`src/rtl/regset_dump_6_bit_if.sv`:
```
// Handshake/bus bundle for the register-set dump engine.
//   start            : one-cycle dump request (into the engine)
//   ra / rb          : read addresses to the register set's two ports
//   a / b            : combinational read data back from the register set
//   out_valid/ready  : word stream handshake toward the consumer
//   out_addr/data    : the (address, data) word being offered
//   busy / done      : engine status; done is a one-cycle pulse
// The slave modport is the engine; the master modport is everything around it.
interface regset_dump_6_bit_if #(
  parameter int DW = 6,
  parameter int AW = 3
);
  logic          start;
  logic [AW-1:0] ra;
  logic [AW-1:0] rb;
  logic [DW-1:0] a;
  logic [DW-1:0] b;
  logic          out_valid;
  logic          out_ready;
  logic [AW-1:0] out_addr;
  logic [DW-1:0] out_data;
  logic          busy;
  logic          done;

  modport master (
    output start, a, b, out_ready,
    input  ra, rb, out_valid, out_addr, out_data, busy, done
  );

  modport slave (
    input  start, a, b, out_ready,
    output ra, rb, out_valid, out_addr, out_data, busy, done
  );
endinterface

```
`src/rtl/regset_dump_6_bit.sv`:
```
// Sequential read-out engine for a small register set. On a start pulse it
// fetches two registers per FETCH cycle through the register set's read ports
// and streams each (address, data) word out over valid/ready, ascending.
// Ports:
//   clk    : rising-edge clock
//   rst_n  : asynchronous active-low reset
//   bus    : slave side of regset_dump_6_bit_if (start, ra/rb, a/b,
//            out_valid/out_ready/out_addr/out_data, busy, done)
// Every output is a flop, so out_valid never depends on out_ready.
module regset_dump_6_bit #(
  parameter int DW       = 6,
  parameter int AW       = 3,
  parameter int NUM_REGS = 5
) (
  input logic               clk,
  input logic               rst_n,
  regset_dump_6_bit_if.slave bus
);

  typedef enum logic [2:0] {
    S_IDLE  = 3'd0,
    S_FETCH = 3'd1,
    S_SEND0 = 3'd2,
    S_SEND1 = 3'd3,
    S_DONE  = 3'd4
  } state_t;

  // One extra bit so idx+1..idx+3 never wrap before being compared.
  localparam logic [AW:0] NUM_W  = (AW+1)'(NUM_REGS);
  localparam logic [AW:0] LAST_W = (AW+1)'(NUM_REGS - 1);

  // Port-B address never points past the last register.
  function automatic logic [AW-1:0] clamp_addr(input logic [AW:0] v);
    logic [AW:0] c;
    if (v > LAST_W) c = LAST_W;
    else            c = v;
    return AW'(c);
  endfunction

  state_t        state_r;
  logic [AW-1:0] idx_r;
  logic [DW-1:0] buf1_r;
  logic          pair2_r;
  logic [AW-1:0] ra_r;
  logic [AW-1:0] rb_r;
  logic          out_valid_r;
  logic [AW-1:0] out_addr_r;
  logic [DW-1:0] out_data_r;   // also serves as the port-A capture buffer
  logic          busy_r;
  logic          done_r;

  logic [AW:0] idx_p1;
  logic [AW:0] idx_p2;
  logic [AW:0] idx_p3;

  assign idx_p1 = {1'b0, idx_r} + (AW+1)'(1);
  assign idx_p2 = {1'b0, idx_r} + (AW+1)'(2);
  assign idx_p3 = {1'b0, idx_r} + (AW+1)'(3);

  // Dump FSM; read addresses and the output word are loaded on the
  // transition into the state that presents them.
  always_ff @(posedge clk or negedge rst_n) begin
    if (!rst_n) begin
      state_r     <= S_IDLE;
      idx_r       <= {AW{1'b0}};
      buf1_r      <= {DW{1'b0}};
      pair2_r     <= 1'b0;
      ra_r        <= {AW{1'b0}};
      rb_r        <= {AW{1'b0}};
      out_valid_r <= 1'b0;
      out_addr_r  <= {AW{1'b0}};
      out_data_r  <= {DW{1'b0}};
      busy_r      <= 1'b0;
      done_r      <= 1'b0;
    end else begin
      case (state_r)
        S_IDLE: begin
          idx_r  <= {AW{1'b0}};
          done_r <= 1'b0;
          if (bus.start) begin
            state_r <= S_FETCH;
            busy_r  <= 1'b1;
            ra_r    <= {AW{1'b0}};
            rb_r    <= clamp_addr((AW+1)'(1));
          end else begin
            state_r <= S_IDLE;
          end
        end
        S_FETCH: begin
          // Snapshot both ports; port A goes straight into the output word.
          buf1_r      <= bus.b;
          out_data_r  <= bus.a;
          out_addr_r  <= idx_r;
          out_valid_r <= 1'b1;
          pair2_r     <= (idx_p1 < NUM_W);
          state_r     <= S_SEND0;
        end
        S_SEND0: begin
          if (bus.out_ready) begin
            if (pair2_r) begin
              state_r    <= S_SEND1;
              out_addr_r <= AW'(idx_p1);
              out_data_r <= buf1_r;
            end else begin
              state_r     <= S_DONE;
              out_valid_r <= 1'b0;
              out_addr_r  <= {AW{1'b0}};
              out_data_r  <= {DW{1'b0}};
              ra_r        <= {AW{1'b0}};
              rb_r        <= {AW{1'b0}};
              done_r      <= 1'b1;
            end
          end else begin
            state_r <= S_SEND0;
          end
        end
        S_SEND1: begin
          if (bus.out_ready) begin
            out_valid_r <= 1'b0;
            if (idx_p2 >= NUM_W) begin
              state_r    <= S_DONE;
              out_addr_r <= {AW{1'b0}};
              out_data_r <= {DW{1'b0}};
              ra_r       <= {AW{1'b0}};
              rb_r       <= {AW{1'b0}};
              done_r     <= 1'b1;
            end else begin
              state_r <= S_FETCH;
              idx_r   <= AW'(idx_p2);
              ra_r    <= AW'(idx_p2);
              rb_r    <= clamp_addr(idx_p3);
            end
          end else begin
            state_r <= S_SEND1;
          end
        end
        S_DONE: begin
          // start is deliberately not looked at here.
          done_r  <= 1'b0;
          busy_r  <= 1'b0;
          state_r <= S_IDLE;
        end
        default: begin
          state_r     <= S_IDLE;
          out_valid_r <= 1'b0;
          busy_r      <= 1'b0;
          done_r      <= 1'b0;
        end
      endcase
    end
  end

  assign bus.ra        = ra_r;
  assign bus.rb        = rb_r;
  assign bus.out_valid = out_valid_r;
  assign bus.out_addr  = out_addr_r;
  assign bus.out_data  = out_data_r;
  assign bus.busy      = busy_r;
  assign bus.done      = done_r;

endmodule

```
`src/flat_wrapper.sv`:
```
// flat-port wrapper written by rule: the top's interface ports become plain ports
module regset_dump_6_bit_flat 
#(
  parameter int DW       = 6,
  parameter int AW       = 3,
  parameter int NUM_REGS = 5
)
  (clk, rst_n, bus_start, bus_a, bus_b, bus_out_ready, bus_ra, bus_rb, bus_out_valid, bus_out_addr, bus_out_data, bus_busy, bus_done);
  regset_dump_6_bit_if #(.DW(DW), .AW(AW)) bus_i ();
  input logic clk;
  input logic rst_n;
  input wire logic [$bits(bus_i.start)-1:0] bus_start;
  input wire logic [$bits(bus_i.a)-1:0] bus_a;
  input wire logic [$bits(bus_i.b)-1:0] bus_b;
  input wire logic [$bits(bus_i.out_ready)-1:0] bus_out_ready;
  output wire logic [$bits(bus_i.ra)-1:0] bus_ra;
  output wire logic [$bits(bus_i.rb)-1:0] bus_rb;
  output wire logic [$bits(bus_i.out_valid)-1:0] bus_out_valid;
  output wire logic [$bits(bus_i.out_addr)-1:0] bus_out_addr;
  output wire logic [$bits(bus_i.out_data)-1:0] bus_out_data;
  output wire logic [$bits(bus_i.busy)-1:0] bus_busy;
  output wire logic [$bits(bus_i.done)-1:0] bus_done;
  assign bus_i.start = bus_start;
  assign bus_i.a = bus_a;
  assign bus_i.b = bus_b;
  assign bus_i.out_ready = bus_out_ready;
  assign bus_ra = bus_i.ra;
  assign bus_rb = bus_i.rb;
  assign bus_out_valid = bus_i.out_valid;
  assign bus_out_addr = bus_i.out_addr;
  assign bus_out_data = bus_i.out_data;
  assign bus_busy = bus_i.busy;
  assign bus_done = bus_i.done;
  regset_dump_6_bit #(.DW(DW), .AW(AW), .NUM_REGS(NUM_REGS)) u_core (.clk(clk), .rst_n(rst_n), .bus(bus_i));
endmodule
```
`config.mk`:
```
export PLATFORM = sky130hd
export DESIGN_NAME = regset_dump_6_bit_flat
export DESIGN_NICKNAME = d
export VERILOG_FILES = /design/src/rtl/regset_dump_6_bit_if.sv /design/src/rtl/regset_dump_6_bit.sv /design/src/flat_wrapper.sv
export SDC_FILE = /design/constraint.sdc
export NUM_CORES = 1
export LEC_CHECK = 0
export ABC_AREA = 1
export CAP_MARGIN = 20
export CORE_ASPECT_RATIO = 1.5
export CORE_UTILIZATION = 52
export CTS_BUF_LIST = sky130_fd_sc_hd__clkbuf_8
export CTS_CLUSTER_DIAMETER = 150
export CTS_CLUSTER_SIZE = 8
export DETAILED_ROUTE_END_ITERATION = 10
export PLACE_DENSITY = 0.81
export SYNTH_ARGS = -nofsm -noshare
export SYNTH_HDL_FRONTEND = slang
export SYNTH_SLANG_ARGS = --single-unit
```
`constraint.sdc`:
```
create_clock -name clk -period 2 [get_ports clk]
set_clock_uncertainty 0.15 [all_clocks]
set_input_delay 0.6 -clock clk [delete_from_list [all_inputs] [get_ports clk]]
set_output_delay 0.6 -clock clk [all_outputs]
set_load 0.05 [all_outputs]
```
==> implementation parameters, run 1 <==
Parameter                              Value

Outcome
  Outcome ... complete, no violations

Critical path
  Critical Path Start Type ... input pin
  Worst R2R Path Depth ... 8
  Number of buffers and inverters on the critical path ... 3
  Crit Path Class ... in -> reg
  Critical register-to-register path startpoint ... u_core.idx_r[1]
  Critical Path End ... u_core.bus.rb[1]
  Terminus of the critical flop-to-flop path ... u_core.bus.done
  CP arrival ... between 1500 and 2000 ps
  Critical path, cell by cell ... clkdlybuf4s50_1 -> inv_1 -> nand3_1 -> nand2_1 -> clkinv_1 -> nand3_2 -> nand2_1
  Worst Path Required ... slightly above 2000 ps
  Worst path depth ... 7
  Setup crit start ... bus_start
  Category of the worst setup path capture point ... flip-flop
  Crit path max-delay cell type ... sky130_fd_sc_hd__clkdlybuf4s50_1
  Worst path most repeated cell ... sky130_fd_sc_hd__nand2_1
  Worst stage delay on the critical path ... between 400 and 500 ps
  Flop2flop setup slack ... roughly 320 ps
  Cell family contributing the most delay on the critical path ... buffers and inverters
  Critical path fanouts, max ... 7

Route
  Number of iterations in the first detailed-routing pass ... 4
  Initial drt markers ... 52
  Final WL ... between 3000 and 4000 µm
  Total met2 wirelength after detailed routing ... 1780 µm
  Post-detailed-route DRC marker count ... 0
  DRT met1 WL ... approximately 1400 µm
  Routed vias ... ~1,400
  Final routed wire length divided by cell count ... approximately 12 µm
  Per-cell via count in the routed design ... 4.96
  Top routing layer in use ... met4
  DRT antenna net count ... 0
  Wire length on met3 ... ~100 µm

Synth
  Synth Area per Inst ... between 8 and 9 µm²
  Number of unique standard cell types used by synthesis ... 22
  Portion of the post-synthesis area used by sequential elements ... 47.2%
  Number of synthesis warnings ... 0
  Share of synthesized flip-flops with an asynchronous set or reset ... between 90% and 100%
  Flops & latches, synth ... 30
  Leading register cell type out of synthesis ... sky130_fd_sc_hd__dfrtp_1
  Mapped Area ... 0.00159 mm²
  Gate count of the mapped netlist ... roughly 200
  Net count of the mapped netlist ... 217
  EDFF count, synth ... 0

Timing
  Final hold slack ... 321 ps
  Final Critical Period ... between 1500 and 2000 ps
  Final Hold Fails ... 0
  Worst slew margin ... between 70% and 80%
  Least-Margin Pin Slew ... ~370 ps
  RSZ-0062 raised after global routing ... false
  Fmax achieved ... about 590 MHz
  Final cycle utilization of the critical path ... 84.2%
  Final number of setup-violating endpoints ... 0
  Final total negative setup slack ... 0 ps
  Final count of pins violating max slew ... 0

Layout
  Area of the multi-input gates ... approximately 760 µm²
  Number of fill cells in the layout ... 219
  Count of nets after finishing ... between 200 and 300
  Number of antenna repair diodes ... 0
  Fraction of layout cells with a size suffix above 1 ... 22.3%
  Non-filler instance count after layout ... between 200 and 300
  Sequential cell area ... ~750 µm²
  Post-synthesis to final-layout area growth ... 39.5%

Power and ir drop
  Power per cell area ... 1730 mW/mm²
  Final Total Pwr ... ~3800 µW
  Logic pwr share ... roughly 56%
  Total internal power ... roughly 2000 µW
  Sequential power share ... 28.4%
  Worst vdd rail ir drop ... 1120 µV
  Reported net switching power ... 1800 µW
  Switch share ... 46.8%
  Pleak ... roughly 0.0012 µW
  Clk pwr share ... about 16%

Clocking
  Cts repair resizes ... 0
  Maximum number of buffers from clock root to sink ... 2
  Clock tree root driver cell ... sky130_fd_sc_hd__clkbuf_8
  Number of buffers inserted during clock tree synthesis ... 5
  Number of buffers added for setup after CTS ... 0
  CTS Hold Buffers Added ... 0
  CTS clk-pin slew, worst paths ... about 60 ps
  Htree depth ... 2
  Clock tree from TritonCTS ... built
  Number of sinks on the clock net ... 30
  Latest clock arrival within the worst-skew pair ... between 200 and 300 ps

Floorplan
  Horiz. Die Dim ... 47.2 µm
  Placeable Area ... 0.00291 mm²
  I/O pin total ... 34
  Starting utilization of the core area ... 54.6%
  Num rows ... 24
  Die area ... around 0.0033 mm²
  Overall die height ... 69.8 µm

Hold path
  Worst Hold Class ... reg -> reg

Global routing
  Initial antenna violation count ... 0
  Pin count of the biggest net entering global routing ... 31
  Vias in the first global route ... between 1,000 and 1,500
  Wire length of the first global-routing pass ... approximately 6000 µm
  Congestion Overflow GR ... 0
  Global-route usage over all layers ... roughly a quarter

Placement
  Cell count after placement ... 270
  Placer congestion estimate ... around 0.84
  # port buffers ... 33
  Half-perimeter wire length of the detailed placement result ... between 2000 and 3000 µm

Job
  Number of max-cap violations ... 0
final cells by class:
cell class | count | area share (%)
Clock inverter | 1 | 1.35
Sequential cell | 30 | 33.8
Timing Repair Buffer | 36 | 21.2
Clock buffer | 6 | 3.72
Tap cell | 39 | 2.20
Inverter | 21 | 3.55
Multi-Input combinational cell | 144 | 34.2
through the flow:
| stage | util (%) | worst slack [ps] | area, µm² |
|---|---|---|---|
| after floorplan | - | 497 | 1590 |
| after detailed placement | 72.3 | 11.5 | 2110 |
| after global routing | 76.2 | 180 | 2220 |
| after global placement | 72.3 | 55.9 | 2110 |
| final | 76.2 | 317 | 2220 |
| after CTS | 76.2 | 305 | 2220 |
logic make-up after synthesis:
logic type	synth area share, %
simple gates	36.8
flops	47.2
compound gates	6.92
fa+ha+maj	3.93
buf+inv	5.19
cell usage after synthesis (4+ instances only):
library cell	number	area (µm²)
sky130_fd_sc_hd__nor2_2	6	37.5
sky130_fd_sc_hd__ha_1	5	62.6
sky130_fd_sc_hd__inv_1	16	60.1
sky130_fd_sc_hd__o21ai_0	6	30.0
sky130_fd_sc_hd__dfrtp_1	30	751
sky130_fd_sc_hd__o21bai_1	6	45.0
sky130_fd_sc_hd__nor2_4	4	45.0
sky130_fd_sc_hd__nor2_1	5	18.8
sky130_fd_sc_hd__nand2_2	4	25.0
sky130_fd_sc_hd__nand2_1	81	304
sky130_fd_sc_hd__nand3_1	11	55.1
sky130_fd_sc_hd__inv_2	4	15.0
registers in the layout, indices dropped and copies added (netlist names):
name	flops
u_core.buf1_r	6
u_core.idx_r	2
u_core.state_r	3
u_core.pair2_r	1
u_core.bus.ra	3
u_core.bus.out_addr	3
u_core.bus.busy	1
u_core.bus.out_data	6
u_core.bus.done	1
u_core.bus.rb	3
u_core.bus.out_valid	1
layer usage:
| layer | GRT usage, % | vias to the layer above |
|---|---|---|
| li1 | - | 702 |
| met1 | 31.0 | 630 |
| met2 | 38.7 | 35 |
| met3 | 6.25 | 7 |
| met4 | 12.4 | 0 |
| met5 | 0 | - |
worst min-delay path by stage:
stage	end	from	cells past startpoint	slack [ps]
final	u_core.bus.out_data[0]	u_core.bus.out_data[0]	2	320
after global routing	u_core.buf1_r[4]	u_core.buf1_r[4]	2	360
after CTS	u_core.bus.out_data[0]	u_core.bus.out_data[0]	2	330
after detailed placement	u_core.bus.out_data[0]	u_core.bus.out_data[0]	2	310
after global placement	u_core.buf1_r[0]	u_core.buf1_r[0]	2	300
after floorplan	u_core.buf1_r[0]	rst_n	0	150
layout by cell type (no fill, tap or decap), types with 2 or more instances in the layout:
cell type	count
sky130_fd_sc_hd__o21ai_1	2
sky130_fd_sc_hd__nand3_1	11
sky130_fd_sc_hd__nand4_1	3
sky130_fd_sc_hd__inv_1	16
sky130_fd_sc_hd__o21ai_0	6
sky130_fd_sc_hd__inv_2	4
sky130_fd_sc_hd__nand2_2	4
sky130_fd_sc_hd__o22ai_1	2
sky130_fd_sc_hd__clkbuf_8	6
sky130_fd_sc_hd__clkdlybuf4s50_1	15
sky130_fd_sc_hd__nor2_1	5
sky130_fd_sc_hd__ha_1	5
sky130_fd_sc_hd__nand2_4	3
sky130_fd_sc_hd__buf_4	8
sky130_fd_sc_hd__nor2_2	6
sky130_fd_sc_hd__dfrtp_1	30
sky130_fd_sc_hd__nand2_1	81
sky130_fd_sc_hd__nand3_2	3
sky130_fd_sc_hd__o21bai_1	6
sky130_fd_sc_hd__nor2_4	4
sky130_fd_sc_hd__buf_12	13
worst min-delay path, delay by kind of cell (launching register included):
kind             cells  cell delay [ps]
DFF                  1              340
and+or+nand+nor      2               90
power groups by stage:
stage	logic (µW)	clock network [µW]	registers [µW]
final	2130	612	1090
after global routing	2340	644	1120
after CTS	2150	618	1090
after detailed placement	2140	0	1100
after global placement	2090	0	1090
after floorplan	1000	0	1450
Power figures use the tool's default switching activity.
==> run 2, diff against run 1 <==
- CORE_UTILIZATION: 52 -> 47
- PLACE_DENSITY: 0.81 -> 0.78
- clock period: 2 -> 1.45 ns (I/O delays scaled with it)
==> run 2 against run 1 <==
  * Via count is 11% higher
  * Global-route usage is 0.68 points higher
  * The run now ends with negative setup slack left
  * Power is 55% higher
  * Combinational power is 78% higher
==> implementation parameters, run 2 (synthesis gave the netlist of run 1 again) <==
Parameter                              Value

Critical path
  Category of the worst setup path capture point ... flip-flop
  Crit Path Class ... reg -> reg
  Flop2flop setup slack ... -20 ps (-340 ps)
  Terminus of the critical flop-to-flop path ... u_core.bus.rb[1]
  Critical Path Start Type ... flip-flop
  Setup crit start ... u_core.state_r[0]
  Critical path fanouts, max ... 7 (unchanged)
  Worst R2R Path Depth ... 6 (-2)
  Critical Path End ... u_core.bus.rb[1]
  Worst Path Required ... 1460 ps (-560 ps)
  CP arrival ... 1470 ps (-230 ps)
  Critical register-to-register path startpoint ... u_core.state_r[0]

Power and ir drop
  Reported net switching power ... 2760 µW (+54%)
  Sequential power share ... 25.6% (-2.8 points)
  Worst vdd rail ir drop ... 1590 µV (+42%)
  Clk pwr share ... 10.8% (-5.2 points)
  Logic pwr share ... 63.6% (+8.0 points)
  Pleak ... 0.00130 µW (+11%)
  Switch share ... 46.4% (-0.44 points)
  Total internal power ... 3200 µW (+57%)
  Power per cell area ... 2350 mW/mm² (+36%)

Placement
  Half-perimeter wire length of the detailed placement result ... 2960 µm (+18%)
  Post-place instance area ... 0.00231 mm² (+9.7%)
  Placer congestion estimate ... 0.893 (+6.4%)
  Post-Place Setup Slack ... -365 ps (-377 ps)
  # port buffers ... 33 (unchanged)

Floorplan
  Die area ... 0.00363 mm² (+10%)
  Num rows ... 25 (+4.2%)
  Starting utilization of the core area ... 49.9% (-4.8 points)
  I/O pin total ... 34 (unchanged)
  Overall die height ... 73.3 µm (+5.0%)
  Placeable Area ... 0.00319 mm² (+9.5%)
  Horiz. Die Dim ... 49.5 µm (+5.0%)

Route
  Initial drt markers ... 29 (-44%)
  Post-detailed-route DRC marker count ... 0 (unchanged)
  Per-cell via count in the routed design ... 5.08 (+2.4%)
  Final routed wire length divided by cell count ... 14.2 µm (+18%)
  Routed vias ... 1,519 (+11%)
  DRT antenna net count ... 0 (unchanged)
  Number of iterations in the first detailed-routing pass ... 4 (unchanged)
  Final WL ... 4230 µm (+27%)

Hold path
  Worst Hold Class ... reg -> reg

Timing
  Final cycle utilization of the critical path ... 101%
  Crit path setup slack, layout ... -18.5 ps (-335 ps)
  Worst slew margin ... 86.2% (+11 points)
  RSZ-0062 raised after global routing ... true
  Final hold slack ... 328 ps (+7.01 ps)
  Final Hold Fails ... 0 (unchanged)
  Least-Margin Pin Slew ... 207 ps (-168 ps)
  Final number of setup-violating endpoints ... 3 (+3)
  Fmax achieved ... just under 700 MHz
  Final Critical Period ... approximately 1500 ps
  Final count of pins violating max slew ... 0 (unchanged)

Layout
  Number of fill cells in the layout ... 204 (-6.8%)
  Number of antenna repair diodes ... 0 (unchanged)
  Post-synthesis to final-layout area growth ... 59.3%
  Final Core Density ... 79.5% (+3.2 points)
  Most common cell after layout, fill and taps aside ... sky130_fd_sc_hd__nand2_1
  Fraction of layout cells with a size suffix above 1 ... 35.5% (+13 points)
  Count of nets after finishing ... 281 (+8.5%)
  Final std cell area, no fill ... 0.00253 mm² (+14%)
  Most used cells in the layout excluding fill and tap cells ... sky130_fd_sc_hd__nand2_1 (79), sky130_fd_sc_hd__dfrtp_1 (26), sky130_fd_sc_hd__buf_4 (22), sky130_fd_sc_hd__buf_12 (20), sky130_fd_sc_hd__clkdlybuf4s50_1 (14)

Global routing
  Congestion Overflow GR ... 0 (unchanged)
  Global-route usage over all layers ... 25.7% (+0.68 points)
  Vias in the first global route ... 1,536 (+17%)
  Routing usage on met1 ... 27.4% (-3.5 points)
  Global routing usage on met3 ... 5.80% (-0.45 points)
  Wire length of the first global-routing pass ... 6820 µm (+17%)
  Initial antenna violation count ... 0 (unchanged)
  Most Crowded Layer GR ... met2
  Pin count of the biggest net entering global routing ... 31 (unchanged)
  Met2 Resource Use GR ... 47.5% (+8.8 points)

Outcome
  Violations in the final reports ... negative setup slack
  Outcome ... complete, but fails checks

Clocking
  Htree depth ... 2 (unchanged)
  Number of sinks on the clock net ... 30 (unchanged)
  Clock tree from TritonCTS ... built
  CTS clk-pin slew, worst paths ... 60 ps (about the same)
  Maximum number of buffers from clock root to sink ... 2 (unchanged)
  Clock tree root driver cell ... sky130_fd_sc_hd__clkbuf_8
  CTS Hold Buffers Added ... 0 (unchanged)
  Latest clock arrival within the worst-skew pair ... 280 ps (about the same)
  Number of buffers inserted during clock tree synthesis ... 5 (unchanged)

Job
  Number of max-cap violations ... 0 (unchanged)
[run 2: routing by layer]
metal	routed length, µm	share of wire, %
met4	88	2.1
met3	154	3.6
met1	1560	37
met2	2430	57
met5	0	0
[run 2: worst min path at each step]
stage	from	to	slack [ps]	cells after the start
after floorplan	rst_n	u_core.buf1_r[0]	-10	0
after detailed placement	u_core.buf1_r[3]	u_core.buf1_r[3]	310	2
after global placement	u_core.buf1_r[3]	u_core.buf1_r[3]	300	2
after CTS	u_core.buf1_r[0]	u_core.buf1_r[0]	330	2
after global routing	u_core.buf1_r[1]	u_core.buf1_r[1]	340	2
final	u_core.buf1_r[4]	u_core.buf1_r[4]	330	2
[run 2: cell type report]
class                           instances  area, µm²  share of cell area, %
Timing Repair Buffer                   58        729                   28.8
Inverter                               21       80.1                   3.16
Sequential cell                        30        756                   29.8
Clock buffer                            6       82.6                   3.26
Multi-Input combinational cell        144        837                   33.0
Tap cell                               40       50.0                   1.97
[run 2: critical path: stages, from the launching register on]
cell and delay, ps:
sky130_fd_sc_hd__dfrtp_2 420, sky130_fd_sc_hd__inv_2 90, sky130_fd_sc_hd__buf_4 140, sky130_fd_sc_hd__nand4_1 140, sky130_fd_sc_hd__nand2_4 100, sky130_fd_sc_hd__o21bai_1 220
sky130_fd_sc_hd__nand2_1 90
[run 2: metrics by stage]
step / setup TNS [ps] / power (µW) / cells
floorplan: 0 / 3380 / 196
global route: -617 / 6310 / 299
global placement: -5210 / 4840 / 286
CTS: -5.31 / 5660 / 291
finish: -27.8 / 5960 / 299
detailed placement: -5900 / 4960 / 286
[run 2: repair_timing]
item / CTS / global route
gates resized for setup: 10 / 16
buffers inserted: 0 / 8
pin swaps: 10 / 17
endpoints found under the setup margin: 16 / 33
[run 2: power groups by stage]
| stage | clock network [µW] | registers [µW] | logic, µW |
|---|---|---|---|
| 2_1_floorplan | 0 | 2000 | 1380 |
| 3_3_place_gp | 0 | 1480 | 3360 |
| 3_5_place_dp | 0 | 1500 | 3450 |
| 4_1_cts | 646 | 1500 | 3510 |
| 5_1_grt | 684 | 1560 | 4070 |
| 6_report | 642 | 1520 | 3790 |
==> run 3, diff against run 2 <==
- CTS_CLUSTER_DIAMETER: 150 -> unset
- MAX_ROUTING_LAYER: unset -> met4
==> run 3 against run 2 <==
  * The flow now finishes without violations
  * Wire length down 6.4%
  * Sequential cell count unchanged
  * Count of clock-buffer cells in the layout unchanged
  * Utilization is 0.67 points lower
  * Sequential share of layout area up 0.15 points
  * Non-clock buffer count is 5 lower
  * Critical endpoint is now bus_out_valid
  * Highest routed layer unchanged
==> implementation parameters, run 3 (synthesis gave the netlist of run 1 again) <==
Parameter                              Value

Timing
  Worst slew margin ... 83.4% (-2.8 points)
  Final Critical Period ... 1450 ps (-19.9 ps)
  Least-Margin Pin Slew ... 248 ps (+41.2 ps)
  Final Hold Fails ... 0 (unchanged)
  RSZ-0062 raised after global routing ... true
  Fmax achieved ... 690 MHz (+1.4%)
  Final count of pins violating max slew ... 0 (unchanged)
  Final cycle utilization of the critical path ... 99.9% (-1.4 points)
  Final number of setup-violating endpoints ... 0 (-3)
  Final total negative setup slack ... 0 ps (+27.8 ps)

Clocking
  Maximum number of buffers from clock root to sink ... 2 (unchanged)
  Latest clock arrival within the worst-skew pair ... 280 ps (about the same)
  Number of sinks on the clock net ... 30 (unchanged)
  Clock tree from TritonCTS ... built
  CTS Hold Buffers Added ... 0 (unchanged)
  Clock tree root driver cell ... sky130_fd_sc_hd__clkbuf_8
  Number of buffers inserted during clock tree synthesis ... 5 (unchanged)
  Htree depth ... 2 (unchanged)
  CTS clk-pin slew, worst paths ... 60 ps (about the same)

Layout
  Final Core Density ... 78.8% (-0.67 points)
  Fraction of layout cells with a size suffix above 1 ... 35.2% (-0.36 points)
  Most used cells in the layout excluding fill and tap cells ... sky130_fd_sc_hd__nand2_1 (76), sky130_fd_sc_hd__dfrtp_1 (28), sky130_fd_sc_hd__buf_12 (20), sky130_fd_sc_hd__buf_4 (15), sky130_fd_sc_hd__clkdlybuf4s50_1 (14)
  Most common cell after layout, fill and taps aside ... sky130_fd_sc_hd__nand2_1
  Count of nets after finishing ... 276 (-1.8%)
  Final std cell area, no fill ... 0.00251 mm² (-0.84%)
  Number of antenna repair diodes ... 0 (unchanged)
  Post-synthesis to final-layout area growth ... 57.9%
  Non-filler instance count after layout ... 296 (-1.0%)

Power and ir drop
  Switch share ... 46.7% (+0.33 points)
  Final Total Pwr ... 5930 µW (-0.48%)
  Pleak ... 0.00129 µW (-0.64%)
  Clk pwr share ... 11.4% (+0.6 points)
  Power per cell area ... 2360 mW/mm² (+0.36%)
  Worst vdd rail ir drop ... 1450 µV (-8.9%)
  Total internal power ... 3160 µW (-1.1%)
  Logic pwr share ... 62.9% (-0.7 points)
  Reported net switching power ... 2770 µW (+0.22%)
  Sequential power share ... 25.7% (about the same)

Critical path
  Setup crit start ... u_core.bus.out_valid
  Crit Path Class ... reg -> out
  Terminus of the critical flop-to-flop path ... u_core.idx_r[1]
  CP arrival ... 860 ps (-610 ps)
  Worst R2R Path Depth ... 8 (+2)
  Critical register-to-register path startpoint ... u_core.idx_r[2]
  Flop2flop setup slack ... 10 ps (+30 ps)
  Critical path fanouts, max ... 2 (-5)
  Critical path, cell by cell ... buf_12
  Critical Path Start Type ... flip-flop
  Cell family contributing the most delay on the critical path ... flip-flops
  Worst Path Required ... 870 ps (-590 ps)
  Crit path max-delay cell type ... sky130_fd_sc_hd__dfrtp_1
  Number of buffers and inverters on the critical path ... 1 (-1)
  Category of the worst setup path capture point ... output port
  Worst stage delay on the critical path ... 420 ps (about the same)

Route
  Post-detailed-route DRC marker count ... 0 (unchanged)
  Final routed wire length divided by cell count ... 13.4 µm (-5.5%)
  Routed vias ... 1,500 (-1.3%)
  Number of iterations in the first detailed-routing pass ... 4 (unchanged)
  DRT antenna net count ... 0 (unchanged)
  Final WL ... 3960 µm (-6.4%)
  Per-cell via count in the routed design ... 5.07 (-0.25%)
  Initial drt markers ... 44 (+52%)

Placement
  # port buffers ... 33 (unchanged)
  Placer congestion estimate ... 0.931 (+4.3%)
  Half-perimeter wire length of the detailed placement result ... 3000 µm (+1.2%)
  Cell count after placement ... 286 (unchanged)
  Post-place instance area ... 0.00231 mm² (unchanged)

Hold path
  Endpoint of the worst hold path ... u_core.buf1_r[4]
  Start point of the worst hold path ... u_core.buf1_r[4]
  Cell depth of the worst min-delay path ... 2 (unchanged)
  Worst Hold Class ... reg -> reg

Global routing
  Most Crowded Layer GR ... met2
  Congestion Overflow GR ... 0 (unchanged)
  Met2 Resource Use GR ... 46.9% (-0.61 points)
  Initial antenna violation count ... 0 (unchanged)
  Vias in the first global route ... 1,523 (-0.85%)
  Pin count of the biggest net entering global routing ... 31 (unchanged)
  Global routing usage on met3 ... 6.63% (+0.83 points)
  Wire length of the first global-routing pass ... 6870 µm (+0.60%)
  Routing usage on met1 ... 26.4% (-1.1 points)
  Global-route usage over all layers ... 26.3% (+0.63 points)

Job
  Number of max-cap violations ... 0 (unchanged)

Floorplan
  Placeable Area ... 0.00319 mm² (unchanged)
  I/O pin total ... 34 (unchanged)
  Die area ... 0.00363 mm² (unchanged)
  Num rows ... 25 (unchanged)
  Horiz. Die Dim ... 49.5 µm (unchanged)
  Starting utilization of the core area ... 49.9% (unchanged)
  Overall die height ... 73.3 µm (unchanged)

Outcome
  Outcome ... complete, no violations
run 3: cell types whose count changed in the layout (fill, tap and decap cells not counted), moves of 2 or more:
cell                      previous run  this run
sky130_fd_sc_hd__nand2_2             5         7
sky130_fd_sc_hd__dfrtp_2             4         2
sky130_fd_sc_hd__buf_4              22        15
sky130_fd_sc_hd__o21ai_0             6         3
sky130_fd_sc_hd__o21ai_2             0         2
sky130_fd_sc_hd__dfrtp_1            26        28
sky130_fd_sc_hd__inv_2               8         6
sky130_fd_sc_hd__buf_6               1         3
sky130_fd_sc_hd__nand2_1            79        76
sky130_fd_sc_hd__inv_4               0         2
run 3: what timing repair did:
action	in CTS	in global routing
endpoints found under the hold margin	0	0
buffers inserted	0	2
resized for setup	14	20
endpoints found under the setup margin	18	36
pin swaps	9	14
run 3: worst max-delay path by stage:
stage,to,cells past startpoint
floorplan,u_core.bus.done,8
global placement,u_core.bus.rb[0],7
detailed placement,u_core.bus.rb[1],7
CTS,u_core.bus.done,8
global route,u_core.bus.rb[0],7
finish,bus_out_valid,1
run 3: metal layers:
metal | vias up | share of wire (%)
met3 | 11 | 3.1
li1 | 733 | -
met2 | 37 | 56
met4 | 0 | 2.1
met1 | 719 | 38
met5 | - | 0
run 3: cell type report:
class | count | area (µm²)
inverters | 21 | 85.1
clock inverters | 2 | 8.76
repair buffers | 53 | 699
well taps | 40 | 50.0
multi-input cells | 144 | 835
clock buffers | 6 | 82.6
fillers | 214 | 677
flip-flops and latches | 30 | 753
run 3: power by group through the flow:
stage          logic [µW]  clock network, µW  registers (µW)
2_1_floorplan        1380                  0            2000
3_3_place_gp         3370                  0            1480
3_5_place_dp         3460                  0            1490
4_1_cts              3550                682            1490
5_1_grt              4030                719            1560
6_report             3730                678            1520
run 3: through the flow:
step / setup slack, ps / hold slack [ps]
final: 1.41 / 322
after global routing: -73.0 / 338
after CTS: -5.83 / 324
after detailed placement: -393 / 310
after global placement: -312 / 306
after floorplan: 21.9 / -10.6
